<file path="config.mk">
export PLATFORM = sky130hd
export DESIGN_NAME = reg_bank_wb
export DESIGN_NICKNAME = d
export VERILOG_FILES = /design/src/rtl/reg_bank_pkg.sv /design/src/rtl/reg_bank_clear_fsm.sv /design/src/rtl/reg_bank_wb.sv
export SDC_FILE = /design/constraint.sdc
export NUM_CORES = 2
export LEC_CHECK = 0
export ABC_AREA = 0
export CAP_MARGIN = 30
export CORE_MARGIN = 2
export CORE_UTILIZATION = 50
export CTS_BUF_LIST = sky130_fd_sc_hd__clkbuf_4 sky130_fd_sc_hd__clkbuf_8
export CTS_CLUSTER_DIAMETER = 50
export DETAILED_ROUTE_END_ITERATION = 10
export GPL_ROUTABILITY_DRIVEN = 0
export PLACE_DENSITY_LB_ADDON = 0.08
export SKIP_CTS_REPAIR_TIMING = 1
export SLEW_MARGIN = 40
export SYNTH_ARGS = -nofsm -noshare
export SYNTH_HDL_FRONTEND = slang
export SYNTH_SLANG_ARGS = --single-unit
</file>
<file path="constraint.sdc">
create_clock -name clk -period 2.8 [get_ports clk]
set_input_delay 0.42 -clock clk [delete_from_list [all_inputs] [get_ports clk]]
set_output_delay 0.42 -clock clk [all_outputs]
set_load 0.01 [all_outputs]
</file>
<file path="src/rtl/reg_bank_pkg.sv">
// Shared constants and types for the writeback register bank and its
// bulk-clear engine.
package reg_bank_pkg;

    localparam int DATA_W   = 32;
    localparam int ADDR_W   = 5;
    localparam int SP_INDEX = 29;
    localparam int SP_RESET = 227;
    localparam int ZERO_REG = 0;

    typedef enum logic {
        IDLE  = 1'b0,
        CLEAR = 1'b1
    } clear_state_t;

endpackage : reg_bank_pkg

</file>
<file path="src/rtl/reg_bank_clear_fsm.sv">
// Sequential bulk-clear engine: walks indices 1..2**ADDR_W-1 one per cycle,
// emitting the reset image for each, and gates external writes while running.
module reg_bank_clear_fsm #(
    parameter int DATA_W   = reg_bank_pkg::DATA_W,
    parameter int ADDR_W   = reg_bank_pkg::ADDR_W,
    parameter int SP_INDEX = reg_bank_pkg::SP_INDEX,
    parameter int SP_RESET = reg_bank_pkg::SP_RESET
) (
    input  logic              clk,
    input  logic              reset,
    input  logic              clear_req,
    output logic              busy,
    output logic              wr_ready,
    output logic              clr_we,
    output logic [ADDR_W-1:0] clr_idx,
    output logic [DATA_W-1:0] clr_data
);
    import reg_bank_pkg::*;

    localparam logic [ADDR_W-1:0] IDX_FIRST = ADDR_W'(1);
    localparam logic [ADDR_W-1:0] IDX_LAST  = {ADDR_W{1'b1}};
    localparam logic [ADDR_W-1:0] IDX_SP    = ADDR_W'(SP_INDEX);

    clear_state_t      state_q, state_d;
    logic [ADDR_W-1:0] idx_q, idx_d;

    always_ff @(posedge clk or negedge reset) begin
        if (!reset) begin
            state_q <= IDLE;
            idx_q   <= IDX_FIRST;
        end else begin
            state_q <= state_d;
            idx_q   <= idx_d;
        end
    end

    // Requests arriving while a clear is running are deliberately dropped.
    always_comb begin
        state_d = state_q;
        idx_d   = idx_q;
        case (state_q)
            IDLE: begin
                if (clear_req) begin
                    state_d = CLEAR;
                    idx_d   = IDX_FIRST;
                end
            end
            CLEAR: begin
                idx_d = idx_q + ADDR_W'(1);
                if (idx_q == IDX_LAST) begin
                    state_d = IDLE;
                end
            end
            default: begin
                state_d = IDLE;
                idx_d   = IDX_FIRST;
            end
        endcase
    end

    always_comb begin
        busy     = (state_q == CLEAR);
        wr_ready = (state_q == IDLE);
        clr_we   = (state_q == CLEAR);
        clr_idx  = idx_q;
        clr_data = (idx_q == IDX_SP) ? DATA_W'(SP_RESET) : {DATA_W{1'b0}};
    end

endmodule : reg_bank_clear_fsm

</file>
<file path="src/rtl/reg_bank_wb.sv">
// Architectural register file at the end of the writeback path, with two
// combinational read ports and a bulk-clear engine. Define REG_BANK_BYPASS_EN
// to forward an accepted write to matching read ports in the same cycle.
module reg_bank_wb #(
    parameter int DATA_W   = reg_bank_pkg::DATA_W,
    parameter int ADDR_W   = reg_bank_pkg::ADDR_W,
    parameter int SP_INDEX = reg_bank_pkg::SP_INDEX,
    parameter int SP_RESET = reg_bank_pkg::SP_RESET
) (
    input  logic              clk,
    input  logic              reset,
    input  logic [ADDR_W-1:0] rs_addr,
    input  logic [ADDR_W-1:0] rt_addr,
    output logic [DATA_W-1:0] rs_data,
    output logic [DATA_W-1:0] rt_data,
    input  logic              reg_write,
    input  logic [ADDR_W-1:0] wr_addr,
    input  logic [DATA_W-1:0] wr_data,
    output logic              wr_ready,
    input  logic              clear_req,
    output logic              busy
);
    import reg_bank_pkg::*;

    localparam int NREG = 1 << ADDR_W;

    logic              clr_we;
    logic [ADDR_W-1:0] clr_idx;
    logic [DATA_W-1:0] clr_data;
    logic              wr_fire;
    logic [DATA_W-1:0] rd_vec [NREG];

    reg_bank_clear_fsm #(
        .DATA_W   (DATA_W),
        .ADDR_W   (ADDR_W),
        .SP_INDEX (SP_INDEX),
        .SP_RESET (SP_RESET)
    ) u_clear_fsm (
        .clk       (clk),
        .reset     (reset),
        .clear_req (clear_req),
        .busy      (busy),
        .wr_ready  (wr_ready),
        .clr_we    (clr_we),
        .clr_idx   (clr_idx),
        .clr_data  (clr_data)
    );

    assign wr_fire = reg_write && wr_ready && (wr_addr != ADDR_W'(ZERO_REG));

    // Register 0 has no storage; its read slot is hard-wired to zero.
    genvar gi;
    generate
        for (gi = 0; gi < NREG; gi++) begin : g_reg
            if (gi == ZERO_REG) begin : g_zero
                assign rd_vec[gi] = {DATA_W{1'b0}};
            end else begin : g_store
                localparam logic [DATA_W-1:0] RST_VAL =
                    (gi == SP_INDEX) ? DATA_W'(SP_RESET) : {DATA_W{1'b0}};

                logic [DATA_W-1:0] reg_q, reg_d;

                always_comb begin
                    reg_d = reg_q;
                    if (clr_we && (clr_idx == ADDR_W'(gi))) begin
                        reg_d = clr_data;
                    end else if (wr_fire && (wr_addr == ADDR_W'(gi))) begin
                        reg_d = wr_data;
                    end
                end

                always_ff @(posedge clk or negedge reset) begin
                    if (!reset) begin
                        reg_q <= RST_VAL;
                    end else begin
                        reg_q <= reg_d;
                    end
                end

                assign rd_vec[gi] = reg_q;
            end
        end
    endgenerate

`ifdef REG_BANK_BYPASS_EN
    assign rs_data = (wr_fire && (wr_addr == rs_addr)) ? wr_data : rd_vec[rs_addr];
    assign rt_data = (wr_fire && (wr_addr == rt_addr)) ? wr_data : rd_vec[rt_addr];
`else
    assign rs_data = rd_vec[rs_addr];
    assign rt_data = rd_vec[rt_addr];
`endif

endmodule : reg_bank_wb

</file>
Yosys cells after proc, flatten, opt, wreduce, memory -nomap -nowiden
Cells that the tools add are included.
W data, S select, Z words.
{ "classes": {"n_addsub": 1, "order_cmp": 2, "eq_ne": 63, "mux": 74, "bitwise_logic": 3, "n_reduce_logical": 96} }
{ "ops": {"columns": ["op", "count"], "rows": [
  ["$mux W32", 66],
  ["$bmux W32 S5", 2],
  ["$eq A5 B5 Y1 const B", 32],
  ["$eq A5 B4 Y1 const B", 16],
  ["$logic_and A1 B1 Y1", 64],
  ["$reduce_bool A2 Y1", 31],
  ["$eq A5 B3 Y1 const B", 8],
  ["$eq A5 B2 Y1 const B", 4],
  ["$ge A6 B6 Y1 const B", 2],
  ["$not A5 Y6", 2],
  ["$eq A5 B1 Y1 const B", 2],
  ["$pmux W5 S2", 1],
  ["$mux W8", 1],
  ["$add A5 B1 Y5 const B", 1],
  ["$mux W5", 1],
  ["$reduce_bool A5 Y1", 1],
  ["$mux W1", 2],
  ["$ne A2 B1 Y1 const B", 1],
  ["$pmux W1 S2", 1],
  ["$not A1 Y1", 1]
]} }
{ "totals": {"ff_bits": 998, "in_bits": 51, "output_inout_bits": 66} }

Logic depth before layout (Yosys ltp)
{ "logic_depth": {"depth_word": 6, "depth_mapped": 9, "depth_no_buf": 6} }

Cells and area by module
Synthesis repeated with hierarchy kept, for this count alone.
{ "hier_totals": {"cells_unflattened": 6047, "hier_area_um2": 63571.0} }
{ "by_module_without_submodules": {"columns": ["module", "n_inst", "cells_each", "area_per_inst_um2", "seq_area_each_um2"], "rows": [
  ["reg_bank_wb", 1, 5987, 63027.9, 24830.1],
  ["reg_bank_clear_fsm", 1, 60, 543.0, 151.4]
]} }

Least setup slack after synthesis
OpenSTA, ideal clock, no wires.
{ "synth_timing": {"path_kind": "input-to-output", "from": "input rs_addr[0]", "to": "output rs_data[10]", "arrival_ps": 2118, "required_ps": 2380, "slack_ps": 262, "path_stages": 7, "n_path_buf": 3, "cell_sequence": "buf_2 -> buf_2 -> buf_2 -> mux4_2 -> a22o_1 -> o21ai_0 -> o31ai_1"} }
{ "synth_between": {"elab_chain_len": 4} }
{ "synth_lines": {"columns": ["element", "line_no", "text"], "rows": [
  ["start: declaration", "reg_bank_wb.sv:12", "input logic [ADDR_W-1:0] rs_addr,"],
  ["$not A5 Y6 (not written as such)", "reg_bank_wb.sv:89", "assign rs_data = rd_vec[rs_addr];"],
  ["$bmux W32 S5", "reg_bank_wb.sv:89", null],
  ["$mux W32 (not written as such) (2 in series)", "reg_bank_wb.sv:89", null],
  ["end: declaration", "reg_bank_wb.sv:14", "output logic [DATA_W-1:0] rs_data,"]
]} }
Every way passes these cells. The select of a mux whose other input is x is not followed.

Final worst setup path
{ "layout_timing": {"from": "register g_reg[31].g_store.reg_q[0]", "to": "output rs_data[0]"} }
{ "layout_between": {"elab_chain_len": 3} }
{ "layout_lines": {"columns": ["element", "line_no", "text"], "rows": [
  ["start: declaration", "reg_bank_wb.sv:61", "logic [DATA_W-1:0] reg_q, reg_d;"],
  ["start signal: assignment", "reg_bank_wb.sv:76", "reg_q <= reg_d;"],
  ["$bmux W32 S5", "reg_bank_wb.sv:89", null],
  ["$mux W32 (not written as such) (2 in series)", "reg_bank_wb.sv:89", null]
]} }
Every way passes these cells. The select of a mux whose other input is x is not followed.

==> load_flow_metrics.sql <==
INSERT INTO impl_metrics (metric_group, metric, value, unit) VALUES
('run_status', 'run_status', 'finished, violations left', ''),
('run_status', 'failing_checks', 'setup timing', ''),
('place', 'post_dp_cell_area', '0.0593', 'sq mm'),
('place', 'dpl.cell_count', '5428', ''),
('power', 'ir_worst_vdd', '407', 'uV'),
('critical_path', 'critPathBufInv', '3', ''),
('critical_path', 'critical_path.reg2reg.endpoint', 'g_reg[5].g_store.reg_q[20]$_DFFE_PN0P_', ''),
('logic_synthesis', 'synth-seq-area-share', '48.2', '%'),
('logic_synthesis', 'synth_enable_flop_cells', '0', ''),
('cts', 'h-tree-depth', '4', ''),
('logic_synthesis', 'synth_area_per_cell', '13.4', 'sq um'),
('drt', 'number_of_vias_after_detailed_routing', '43500', ''),
('critical_path', 'startpoint_type', 'flop', ''),
('cts', 'cts_root_buffer_type', 'sky130_fd_sc_hd__clkbuf_8', ''),
('global_route', 'grt_antenna_before_repair', '7', ''),
('sta', 'skew', '0.0325', 'ns'),
('cts', 'worst_setup_hold_path_clk_slew', '0.06', 'ns'),
('sta', 'worst-slew-pin-transition', '0.826', 'ns'),
('die', 'floorplan.die.width', '326', 'microns'),
('drt', 'drcViolationCount', '0', ''),
('logic_synthesis', 'synth_warnings', '0', ''),
('power', 'share_comb_of_total_power', '24.9', '%'),
('critical_path', 'critPathTopFamily', 'compound AO/OA/AOI/OAI gates', ''),
('die', 'num_rows', '118', ''),
('cells_and_area', 'final.fill_count', '7735', ''),
('global_route', 'grt_first_pass_wirelength', '311000', 'microns'),
('die', 'initial_utilization', '50.3', '%'),
('die', 'core_area', '0.103', 'sq mm'),
('place', 'detailedPlacementHpwl', '138000', 'microns'),
('global_route', 'grt_start_max_net_pins', '99', ''),
('power', 'power-per-cell-area', '686', 'mW/mm^2'),
('cells_and_area', 'post_route_cells_drive_above_1_share', '38.1', '%'),
('logic_synthesis', 'post_synth_num_cell_types', '44', ''),
('global_route', 'global_route.peak_usage_layer', 'met2', ''),
('critical_path', 'crit_cells', '7', ''),
('power', 'switching_share', '31.5', '%'),
('global_route', 'grt.total_usage', '39.9', '%'),
('cells_and_area', 'final_cell_count_no_fill', '5816', ''),
('drt', 'via_per_inst', '7.48', ''),
('global_route', 'first_global_vias', '44700', ''),
('cts', 'clock_tree_from_tritoncts', 'done', ''),
('critical_path', 'setup.worst_path.end_class', 'output pin', ''),
('drt', 'avgRoutedWirePerCell', '36.7', 'microns'),
('sta', 'achievable-frequency', '313', 'MHz'),
('cts', 'numCtsBuffers', '175', ''),
('global_route', 'overflow_left_after_global_routing', '0', ''),
('logic_synthesis', 'synth_cells', '3882', ''),
('power', 'leakage', '0.0294', 'uW'),
('power', 'switching_power', '13900', 'uW'),
('power', 'pwr-share-seq', '42.5', '%'),
('die', 'die_h', '326', 'microns'),
('logic_synthesis', 'yosys_most_used_dff', 'sky130_fd_sc_hd__dfrtp_1', ''),
('sta', 'rsz0062_at_grt', 'true', ''),
('sta', 'final-hold-violation-count', '0', ''),
('place', 'number_of_port_buffers', '116', ''),
('sta', 'slew_headroom', '44.8', '%'),
('drt', 'detail-route-antenna-nets', '0', ''),
('cells_and_area', 'post_layout_nets', '4357', ''),
('critical_path', 'timing.reg2reg.worst_path_depth', '5', ''),
('die', 'die-area', '0.106', 'sq mm'),
('sta', 'worst_slack', '-0.390', 'ns'),
('drt', 'dr.pass1.iters', '6', ''),
('cts', 'clock_tree.buffer_depth', '3', ''),
('critical_path', 'cp.arrival', '2.77', 'ns'),
('hold_path', 'min-delay-start', 'wr_data[0]', ''),
('sta', 'final_min_period_over_clock_period', '114', '%'),
('power', 'cell_internal_pwr', '30200', 'uW'),
('cells_and_area', 'finish.instance_area', '0.0643', 'sq mm'),
('sta', 'setup_viol', '63', ''),
('power', 'power_frac_clock', '32.6', '%'),
('cts', 'insertion_delay_to_the_later_sink_of_the_worst_skew_pair', '0.90', 'ns');
-- state kept, by name, indices dropped and copies added (netlist names) --
register             cells
g.g_store.reg_q        992
u_clear_fsm.busy         1
u_clear_fsm.clr_idx      5
-- cell families after synthesis --
logic type,synth area share [%]
AO/OA/AOI/OAI,23.3
adder cells (fa/ha/maj),0.145
buffers and inverters,4.06
flip-flops,48.2
multiplexers,21.2
AND/OR/NAND/NOR,3.19
-- Yosys cell counts (all sizes together), types with 5 or more instances --
cell type | number | area share (%)
mux4 | 384 | 17
nor2b | 10 | 0.12
mux2 | 64 | 1.4
o22ai | 65 | 0.78
nand3 | 29 | 0.28
o21ai | 74 | 0.74
o221a | 5 | 0.11
and2 | 35 | 0.42
dfrtp | 992 | 48
a221o | 10 | 0.19
inv | 6 | 0.043
nor2 | 7 | 0.051
and3 | 38 | 0.46
dfstp | 6 | 0.30
mux2i | 160 | 3.1
clkbuf | 378 | 2.7
ha | 6 | 0.14
a2bb2oi | 5 | 0.084
nor3 | 33 | 0.66
nand2 | 133 | 0.97
buf | 129 | 1.3
nand2b | 7 | 0.084
o31ai | 65 | 0.94
a21oi | 28 | 0.28
a211oi | 64 | 0.93
a22o | 1132 | 19
o22a | 5 | 0.084
-- placed cells by master (no fill, tap or decap), types with 7 or more instances in the layout --
cell,instances
sky130_fd_sc_hd__nor3_2,7
sky130_fd_sc_hd__o31ai_4,22
sky130_fd_sc_hd__o21ai_2,36
sky130_fd_sc_hd__a221o_1,10
sky130_fd_sc_hd__a211oi_1,38
sky130_fd_sc_hd__buf_2,38
sky130_fd_sc_hd__clkbuf_8,211
sky130_fd_sc_hd__a211oi_2,21
sky130_fd_sc_hd__nand3_1,29
sky130_fd_sc_hd__buf_6,30
sky130_fd_sc_hd__nor3_4,24
sky130_fd_sc_hd__clkinv_2,22
sky130_fd_sc_hd__and2_1,24
sky130_fd_sc_hd__nand2_1,129
sky130_fd_sc_hd__o31ai_2,26
sky130_fd_sc_hd__a22o_1,1131
sky130_fd_sc_hd__mux4_2,384
sky130_fd_sc_hd__o22ai_1,63
sky130_fd_sc_hd__a21oi_4,27
sky130_fd_sc_hd__buf_12,150
sky130_fd_sc_hd__mux2_2,64
sky130_fd_sc_hd__o31ai_1,17
sky130_fd_sc_hd__clkbuf_4,61
sky130_fd_sc_hd__dfrtp_1,991
sky130_fd_sc_hd__o21ai_1,20
sky130_fd_sc_hd__clkdlybuf4s50_1,40
sky130_fd_sc_hd__o21ai_0,12
sky130_fd_sc_hd__and3_1,33
sky130_fd_sc_hd__buf_4,462
sky130_fd_sc_hd__clkbuf_2,13
sky130_fd_sc_hd__mux2i_1,157
-- layout make-up --
class | instances | area, sq um | share of cell area [%]
well taps | 1380 | 1730 | 2.69
clock inverters | 37 | 325 | 0.506
flip-flops and latches | 998 | 25000 | 38.9
inverters | 6 | 26.3 | 0.0409
clock buffers | 271 | 3350 | 5.21
repair buffers | 748 | 7680 | 11.9
multi-input cells | 2371 | 26200 | 40.7
diodes | 5 | 12.5 | 0.0195
-- worst max path at each step --
stage	start	slack, ns	to
4_1_cts	g_reg[24].g_store.reg_q[23]$_DFFE_PN0P_	-1.16	rt_data[23]
3_3_place_gp	rt_addr[0]	-0.84	rt_data[29]
3_5_place_dp	rt_addr[0]	-0.89	rt_data[23]
2_1_floorplan	rs_addr[0]	0.26	rs_data[10]
5_1_grt	g_reg[19].g_store.reg_q[0]$_DFFE_PN0P_	-0.45	rs_data[0]
6_report	g_reg[31].g_store.reg_q[0]$_DFFE_PN0P_	-0.39	rs_data[0]
-- power groups by stage --
| stage | Combinational (uW) | Sequential [uW] | Clock (uW) |
|---|---|---|---|
| 2_1_floorplan | 6000 | 18100 | 0 |
| 3_3_place_gp | 9990 | 18700 | 0 |
| 3_5_place_dp | 10200 | 18800 | 0 |
| 4_1_cts | 10300 | 18700 | 14500 |
| 5_1_grt | 11400 | 19000 | 15200 |
| 6_report | 11000 | 18700 | 14400 |
-- stage by stage --
step / setup slack, ns / setup TNS [ns] / power (uW) / util, % / hold WS [ns]
after CTS: -1.16 / -45.58 / 43400 / 61.0 / -0.454
after floorplan: 0.262 / 0 / 24100 / - / 0.124
after detailed placement: -0.888 / -28.30 / 29100 / 57.5 / 0.491
after global routing: -0.455 / -14.68 / 45500 / 62.3 / 0.0896
after global placement: -0.842 / -27.18 / 28700 / 57.4 / 0.488
final: -0.390 / -10.92 / 44100 / 62.3 / 0.104
-- layer usage --
metal	share of wire [%]	wire length, microns
met5	0.078	166
met4	5.6	12000
met1	37	79000
met2	43	92300
met3	14	30100
(Power assumes the default switching activity.)
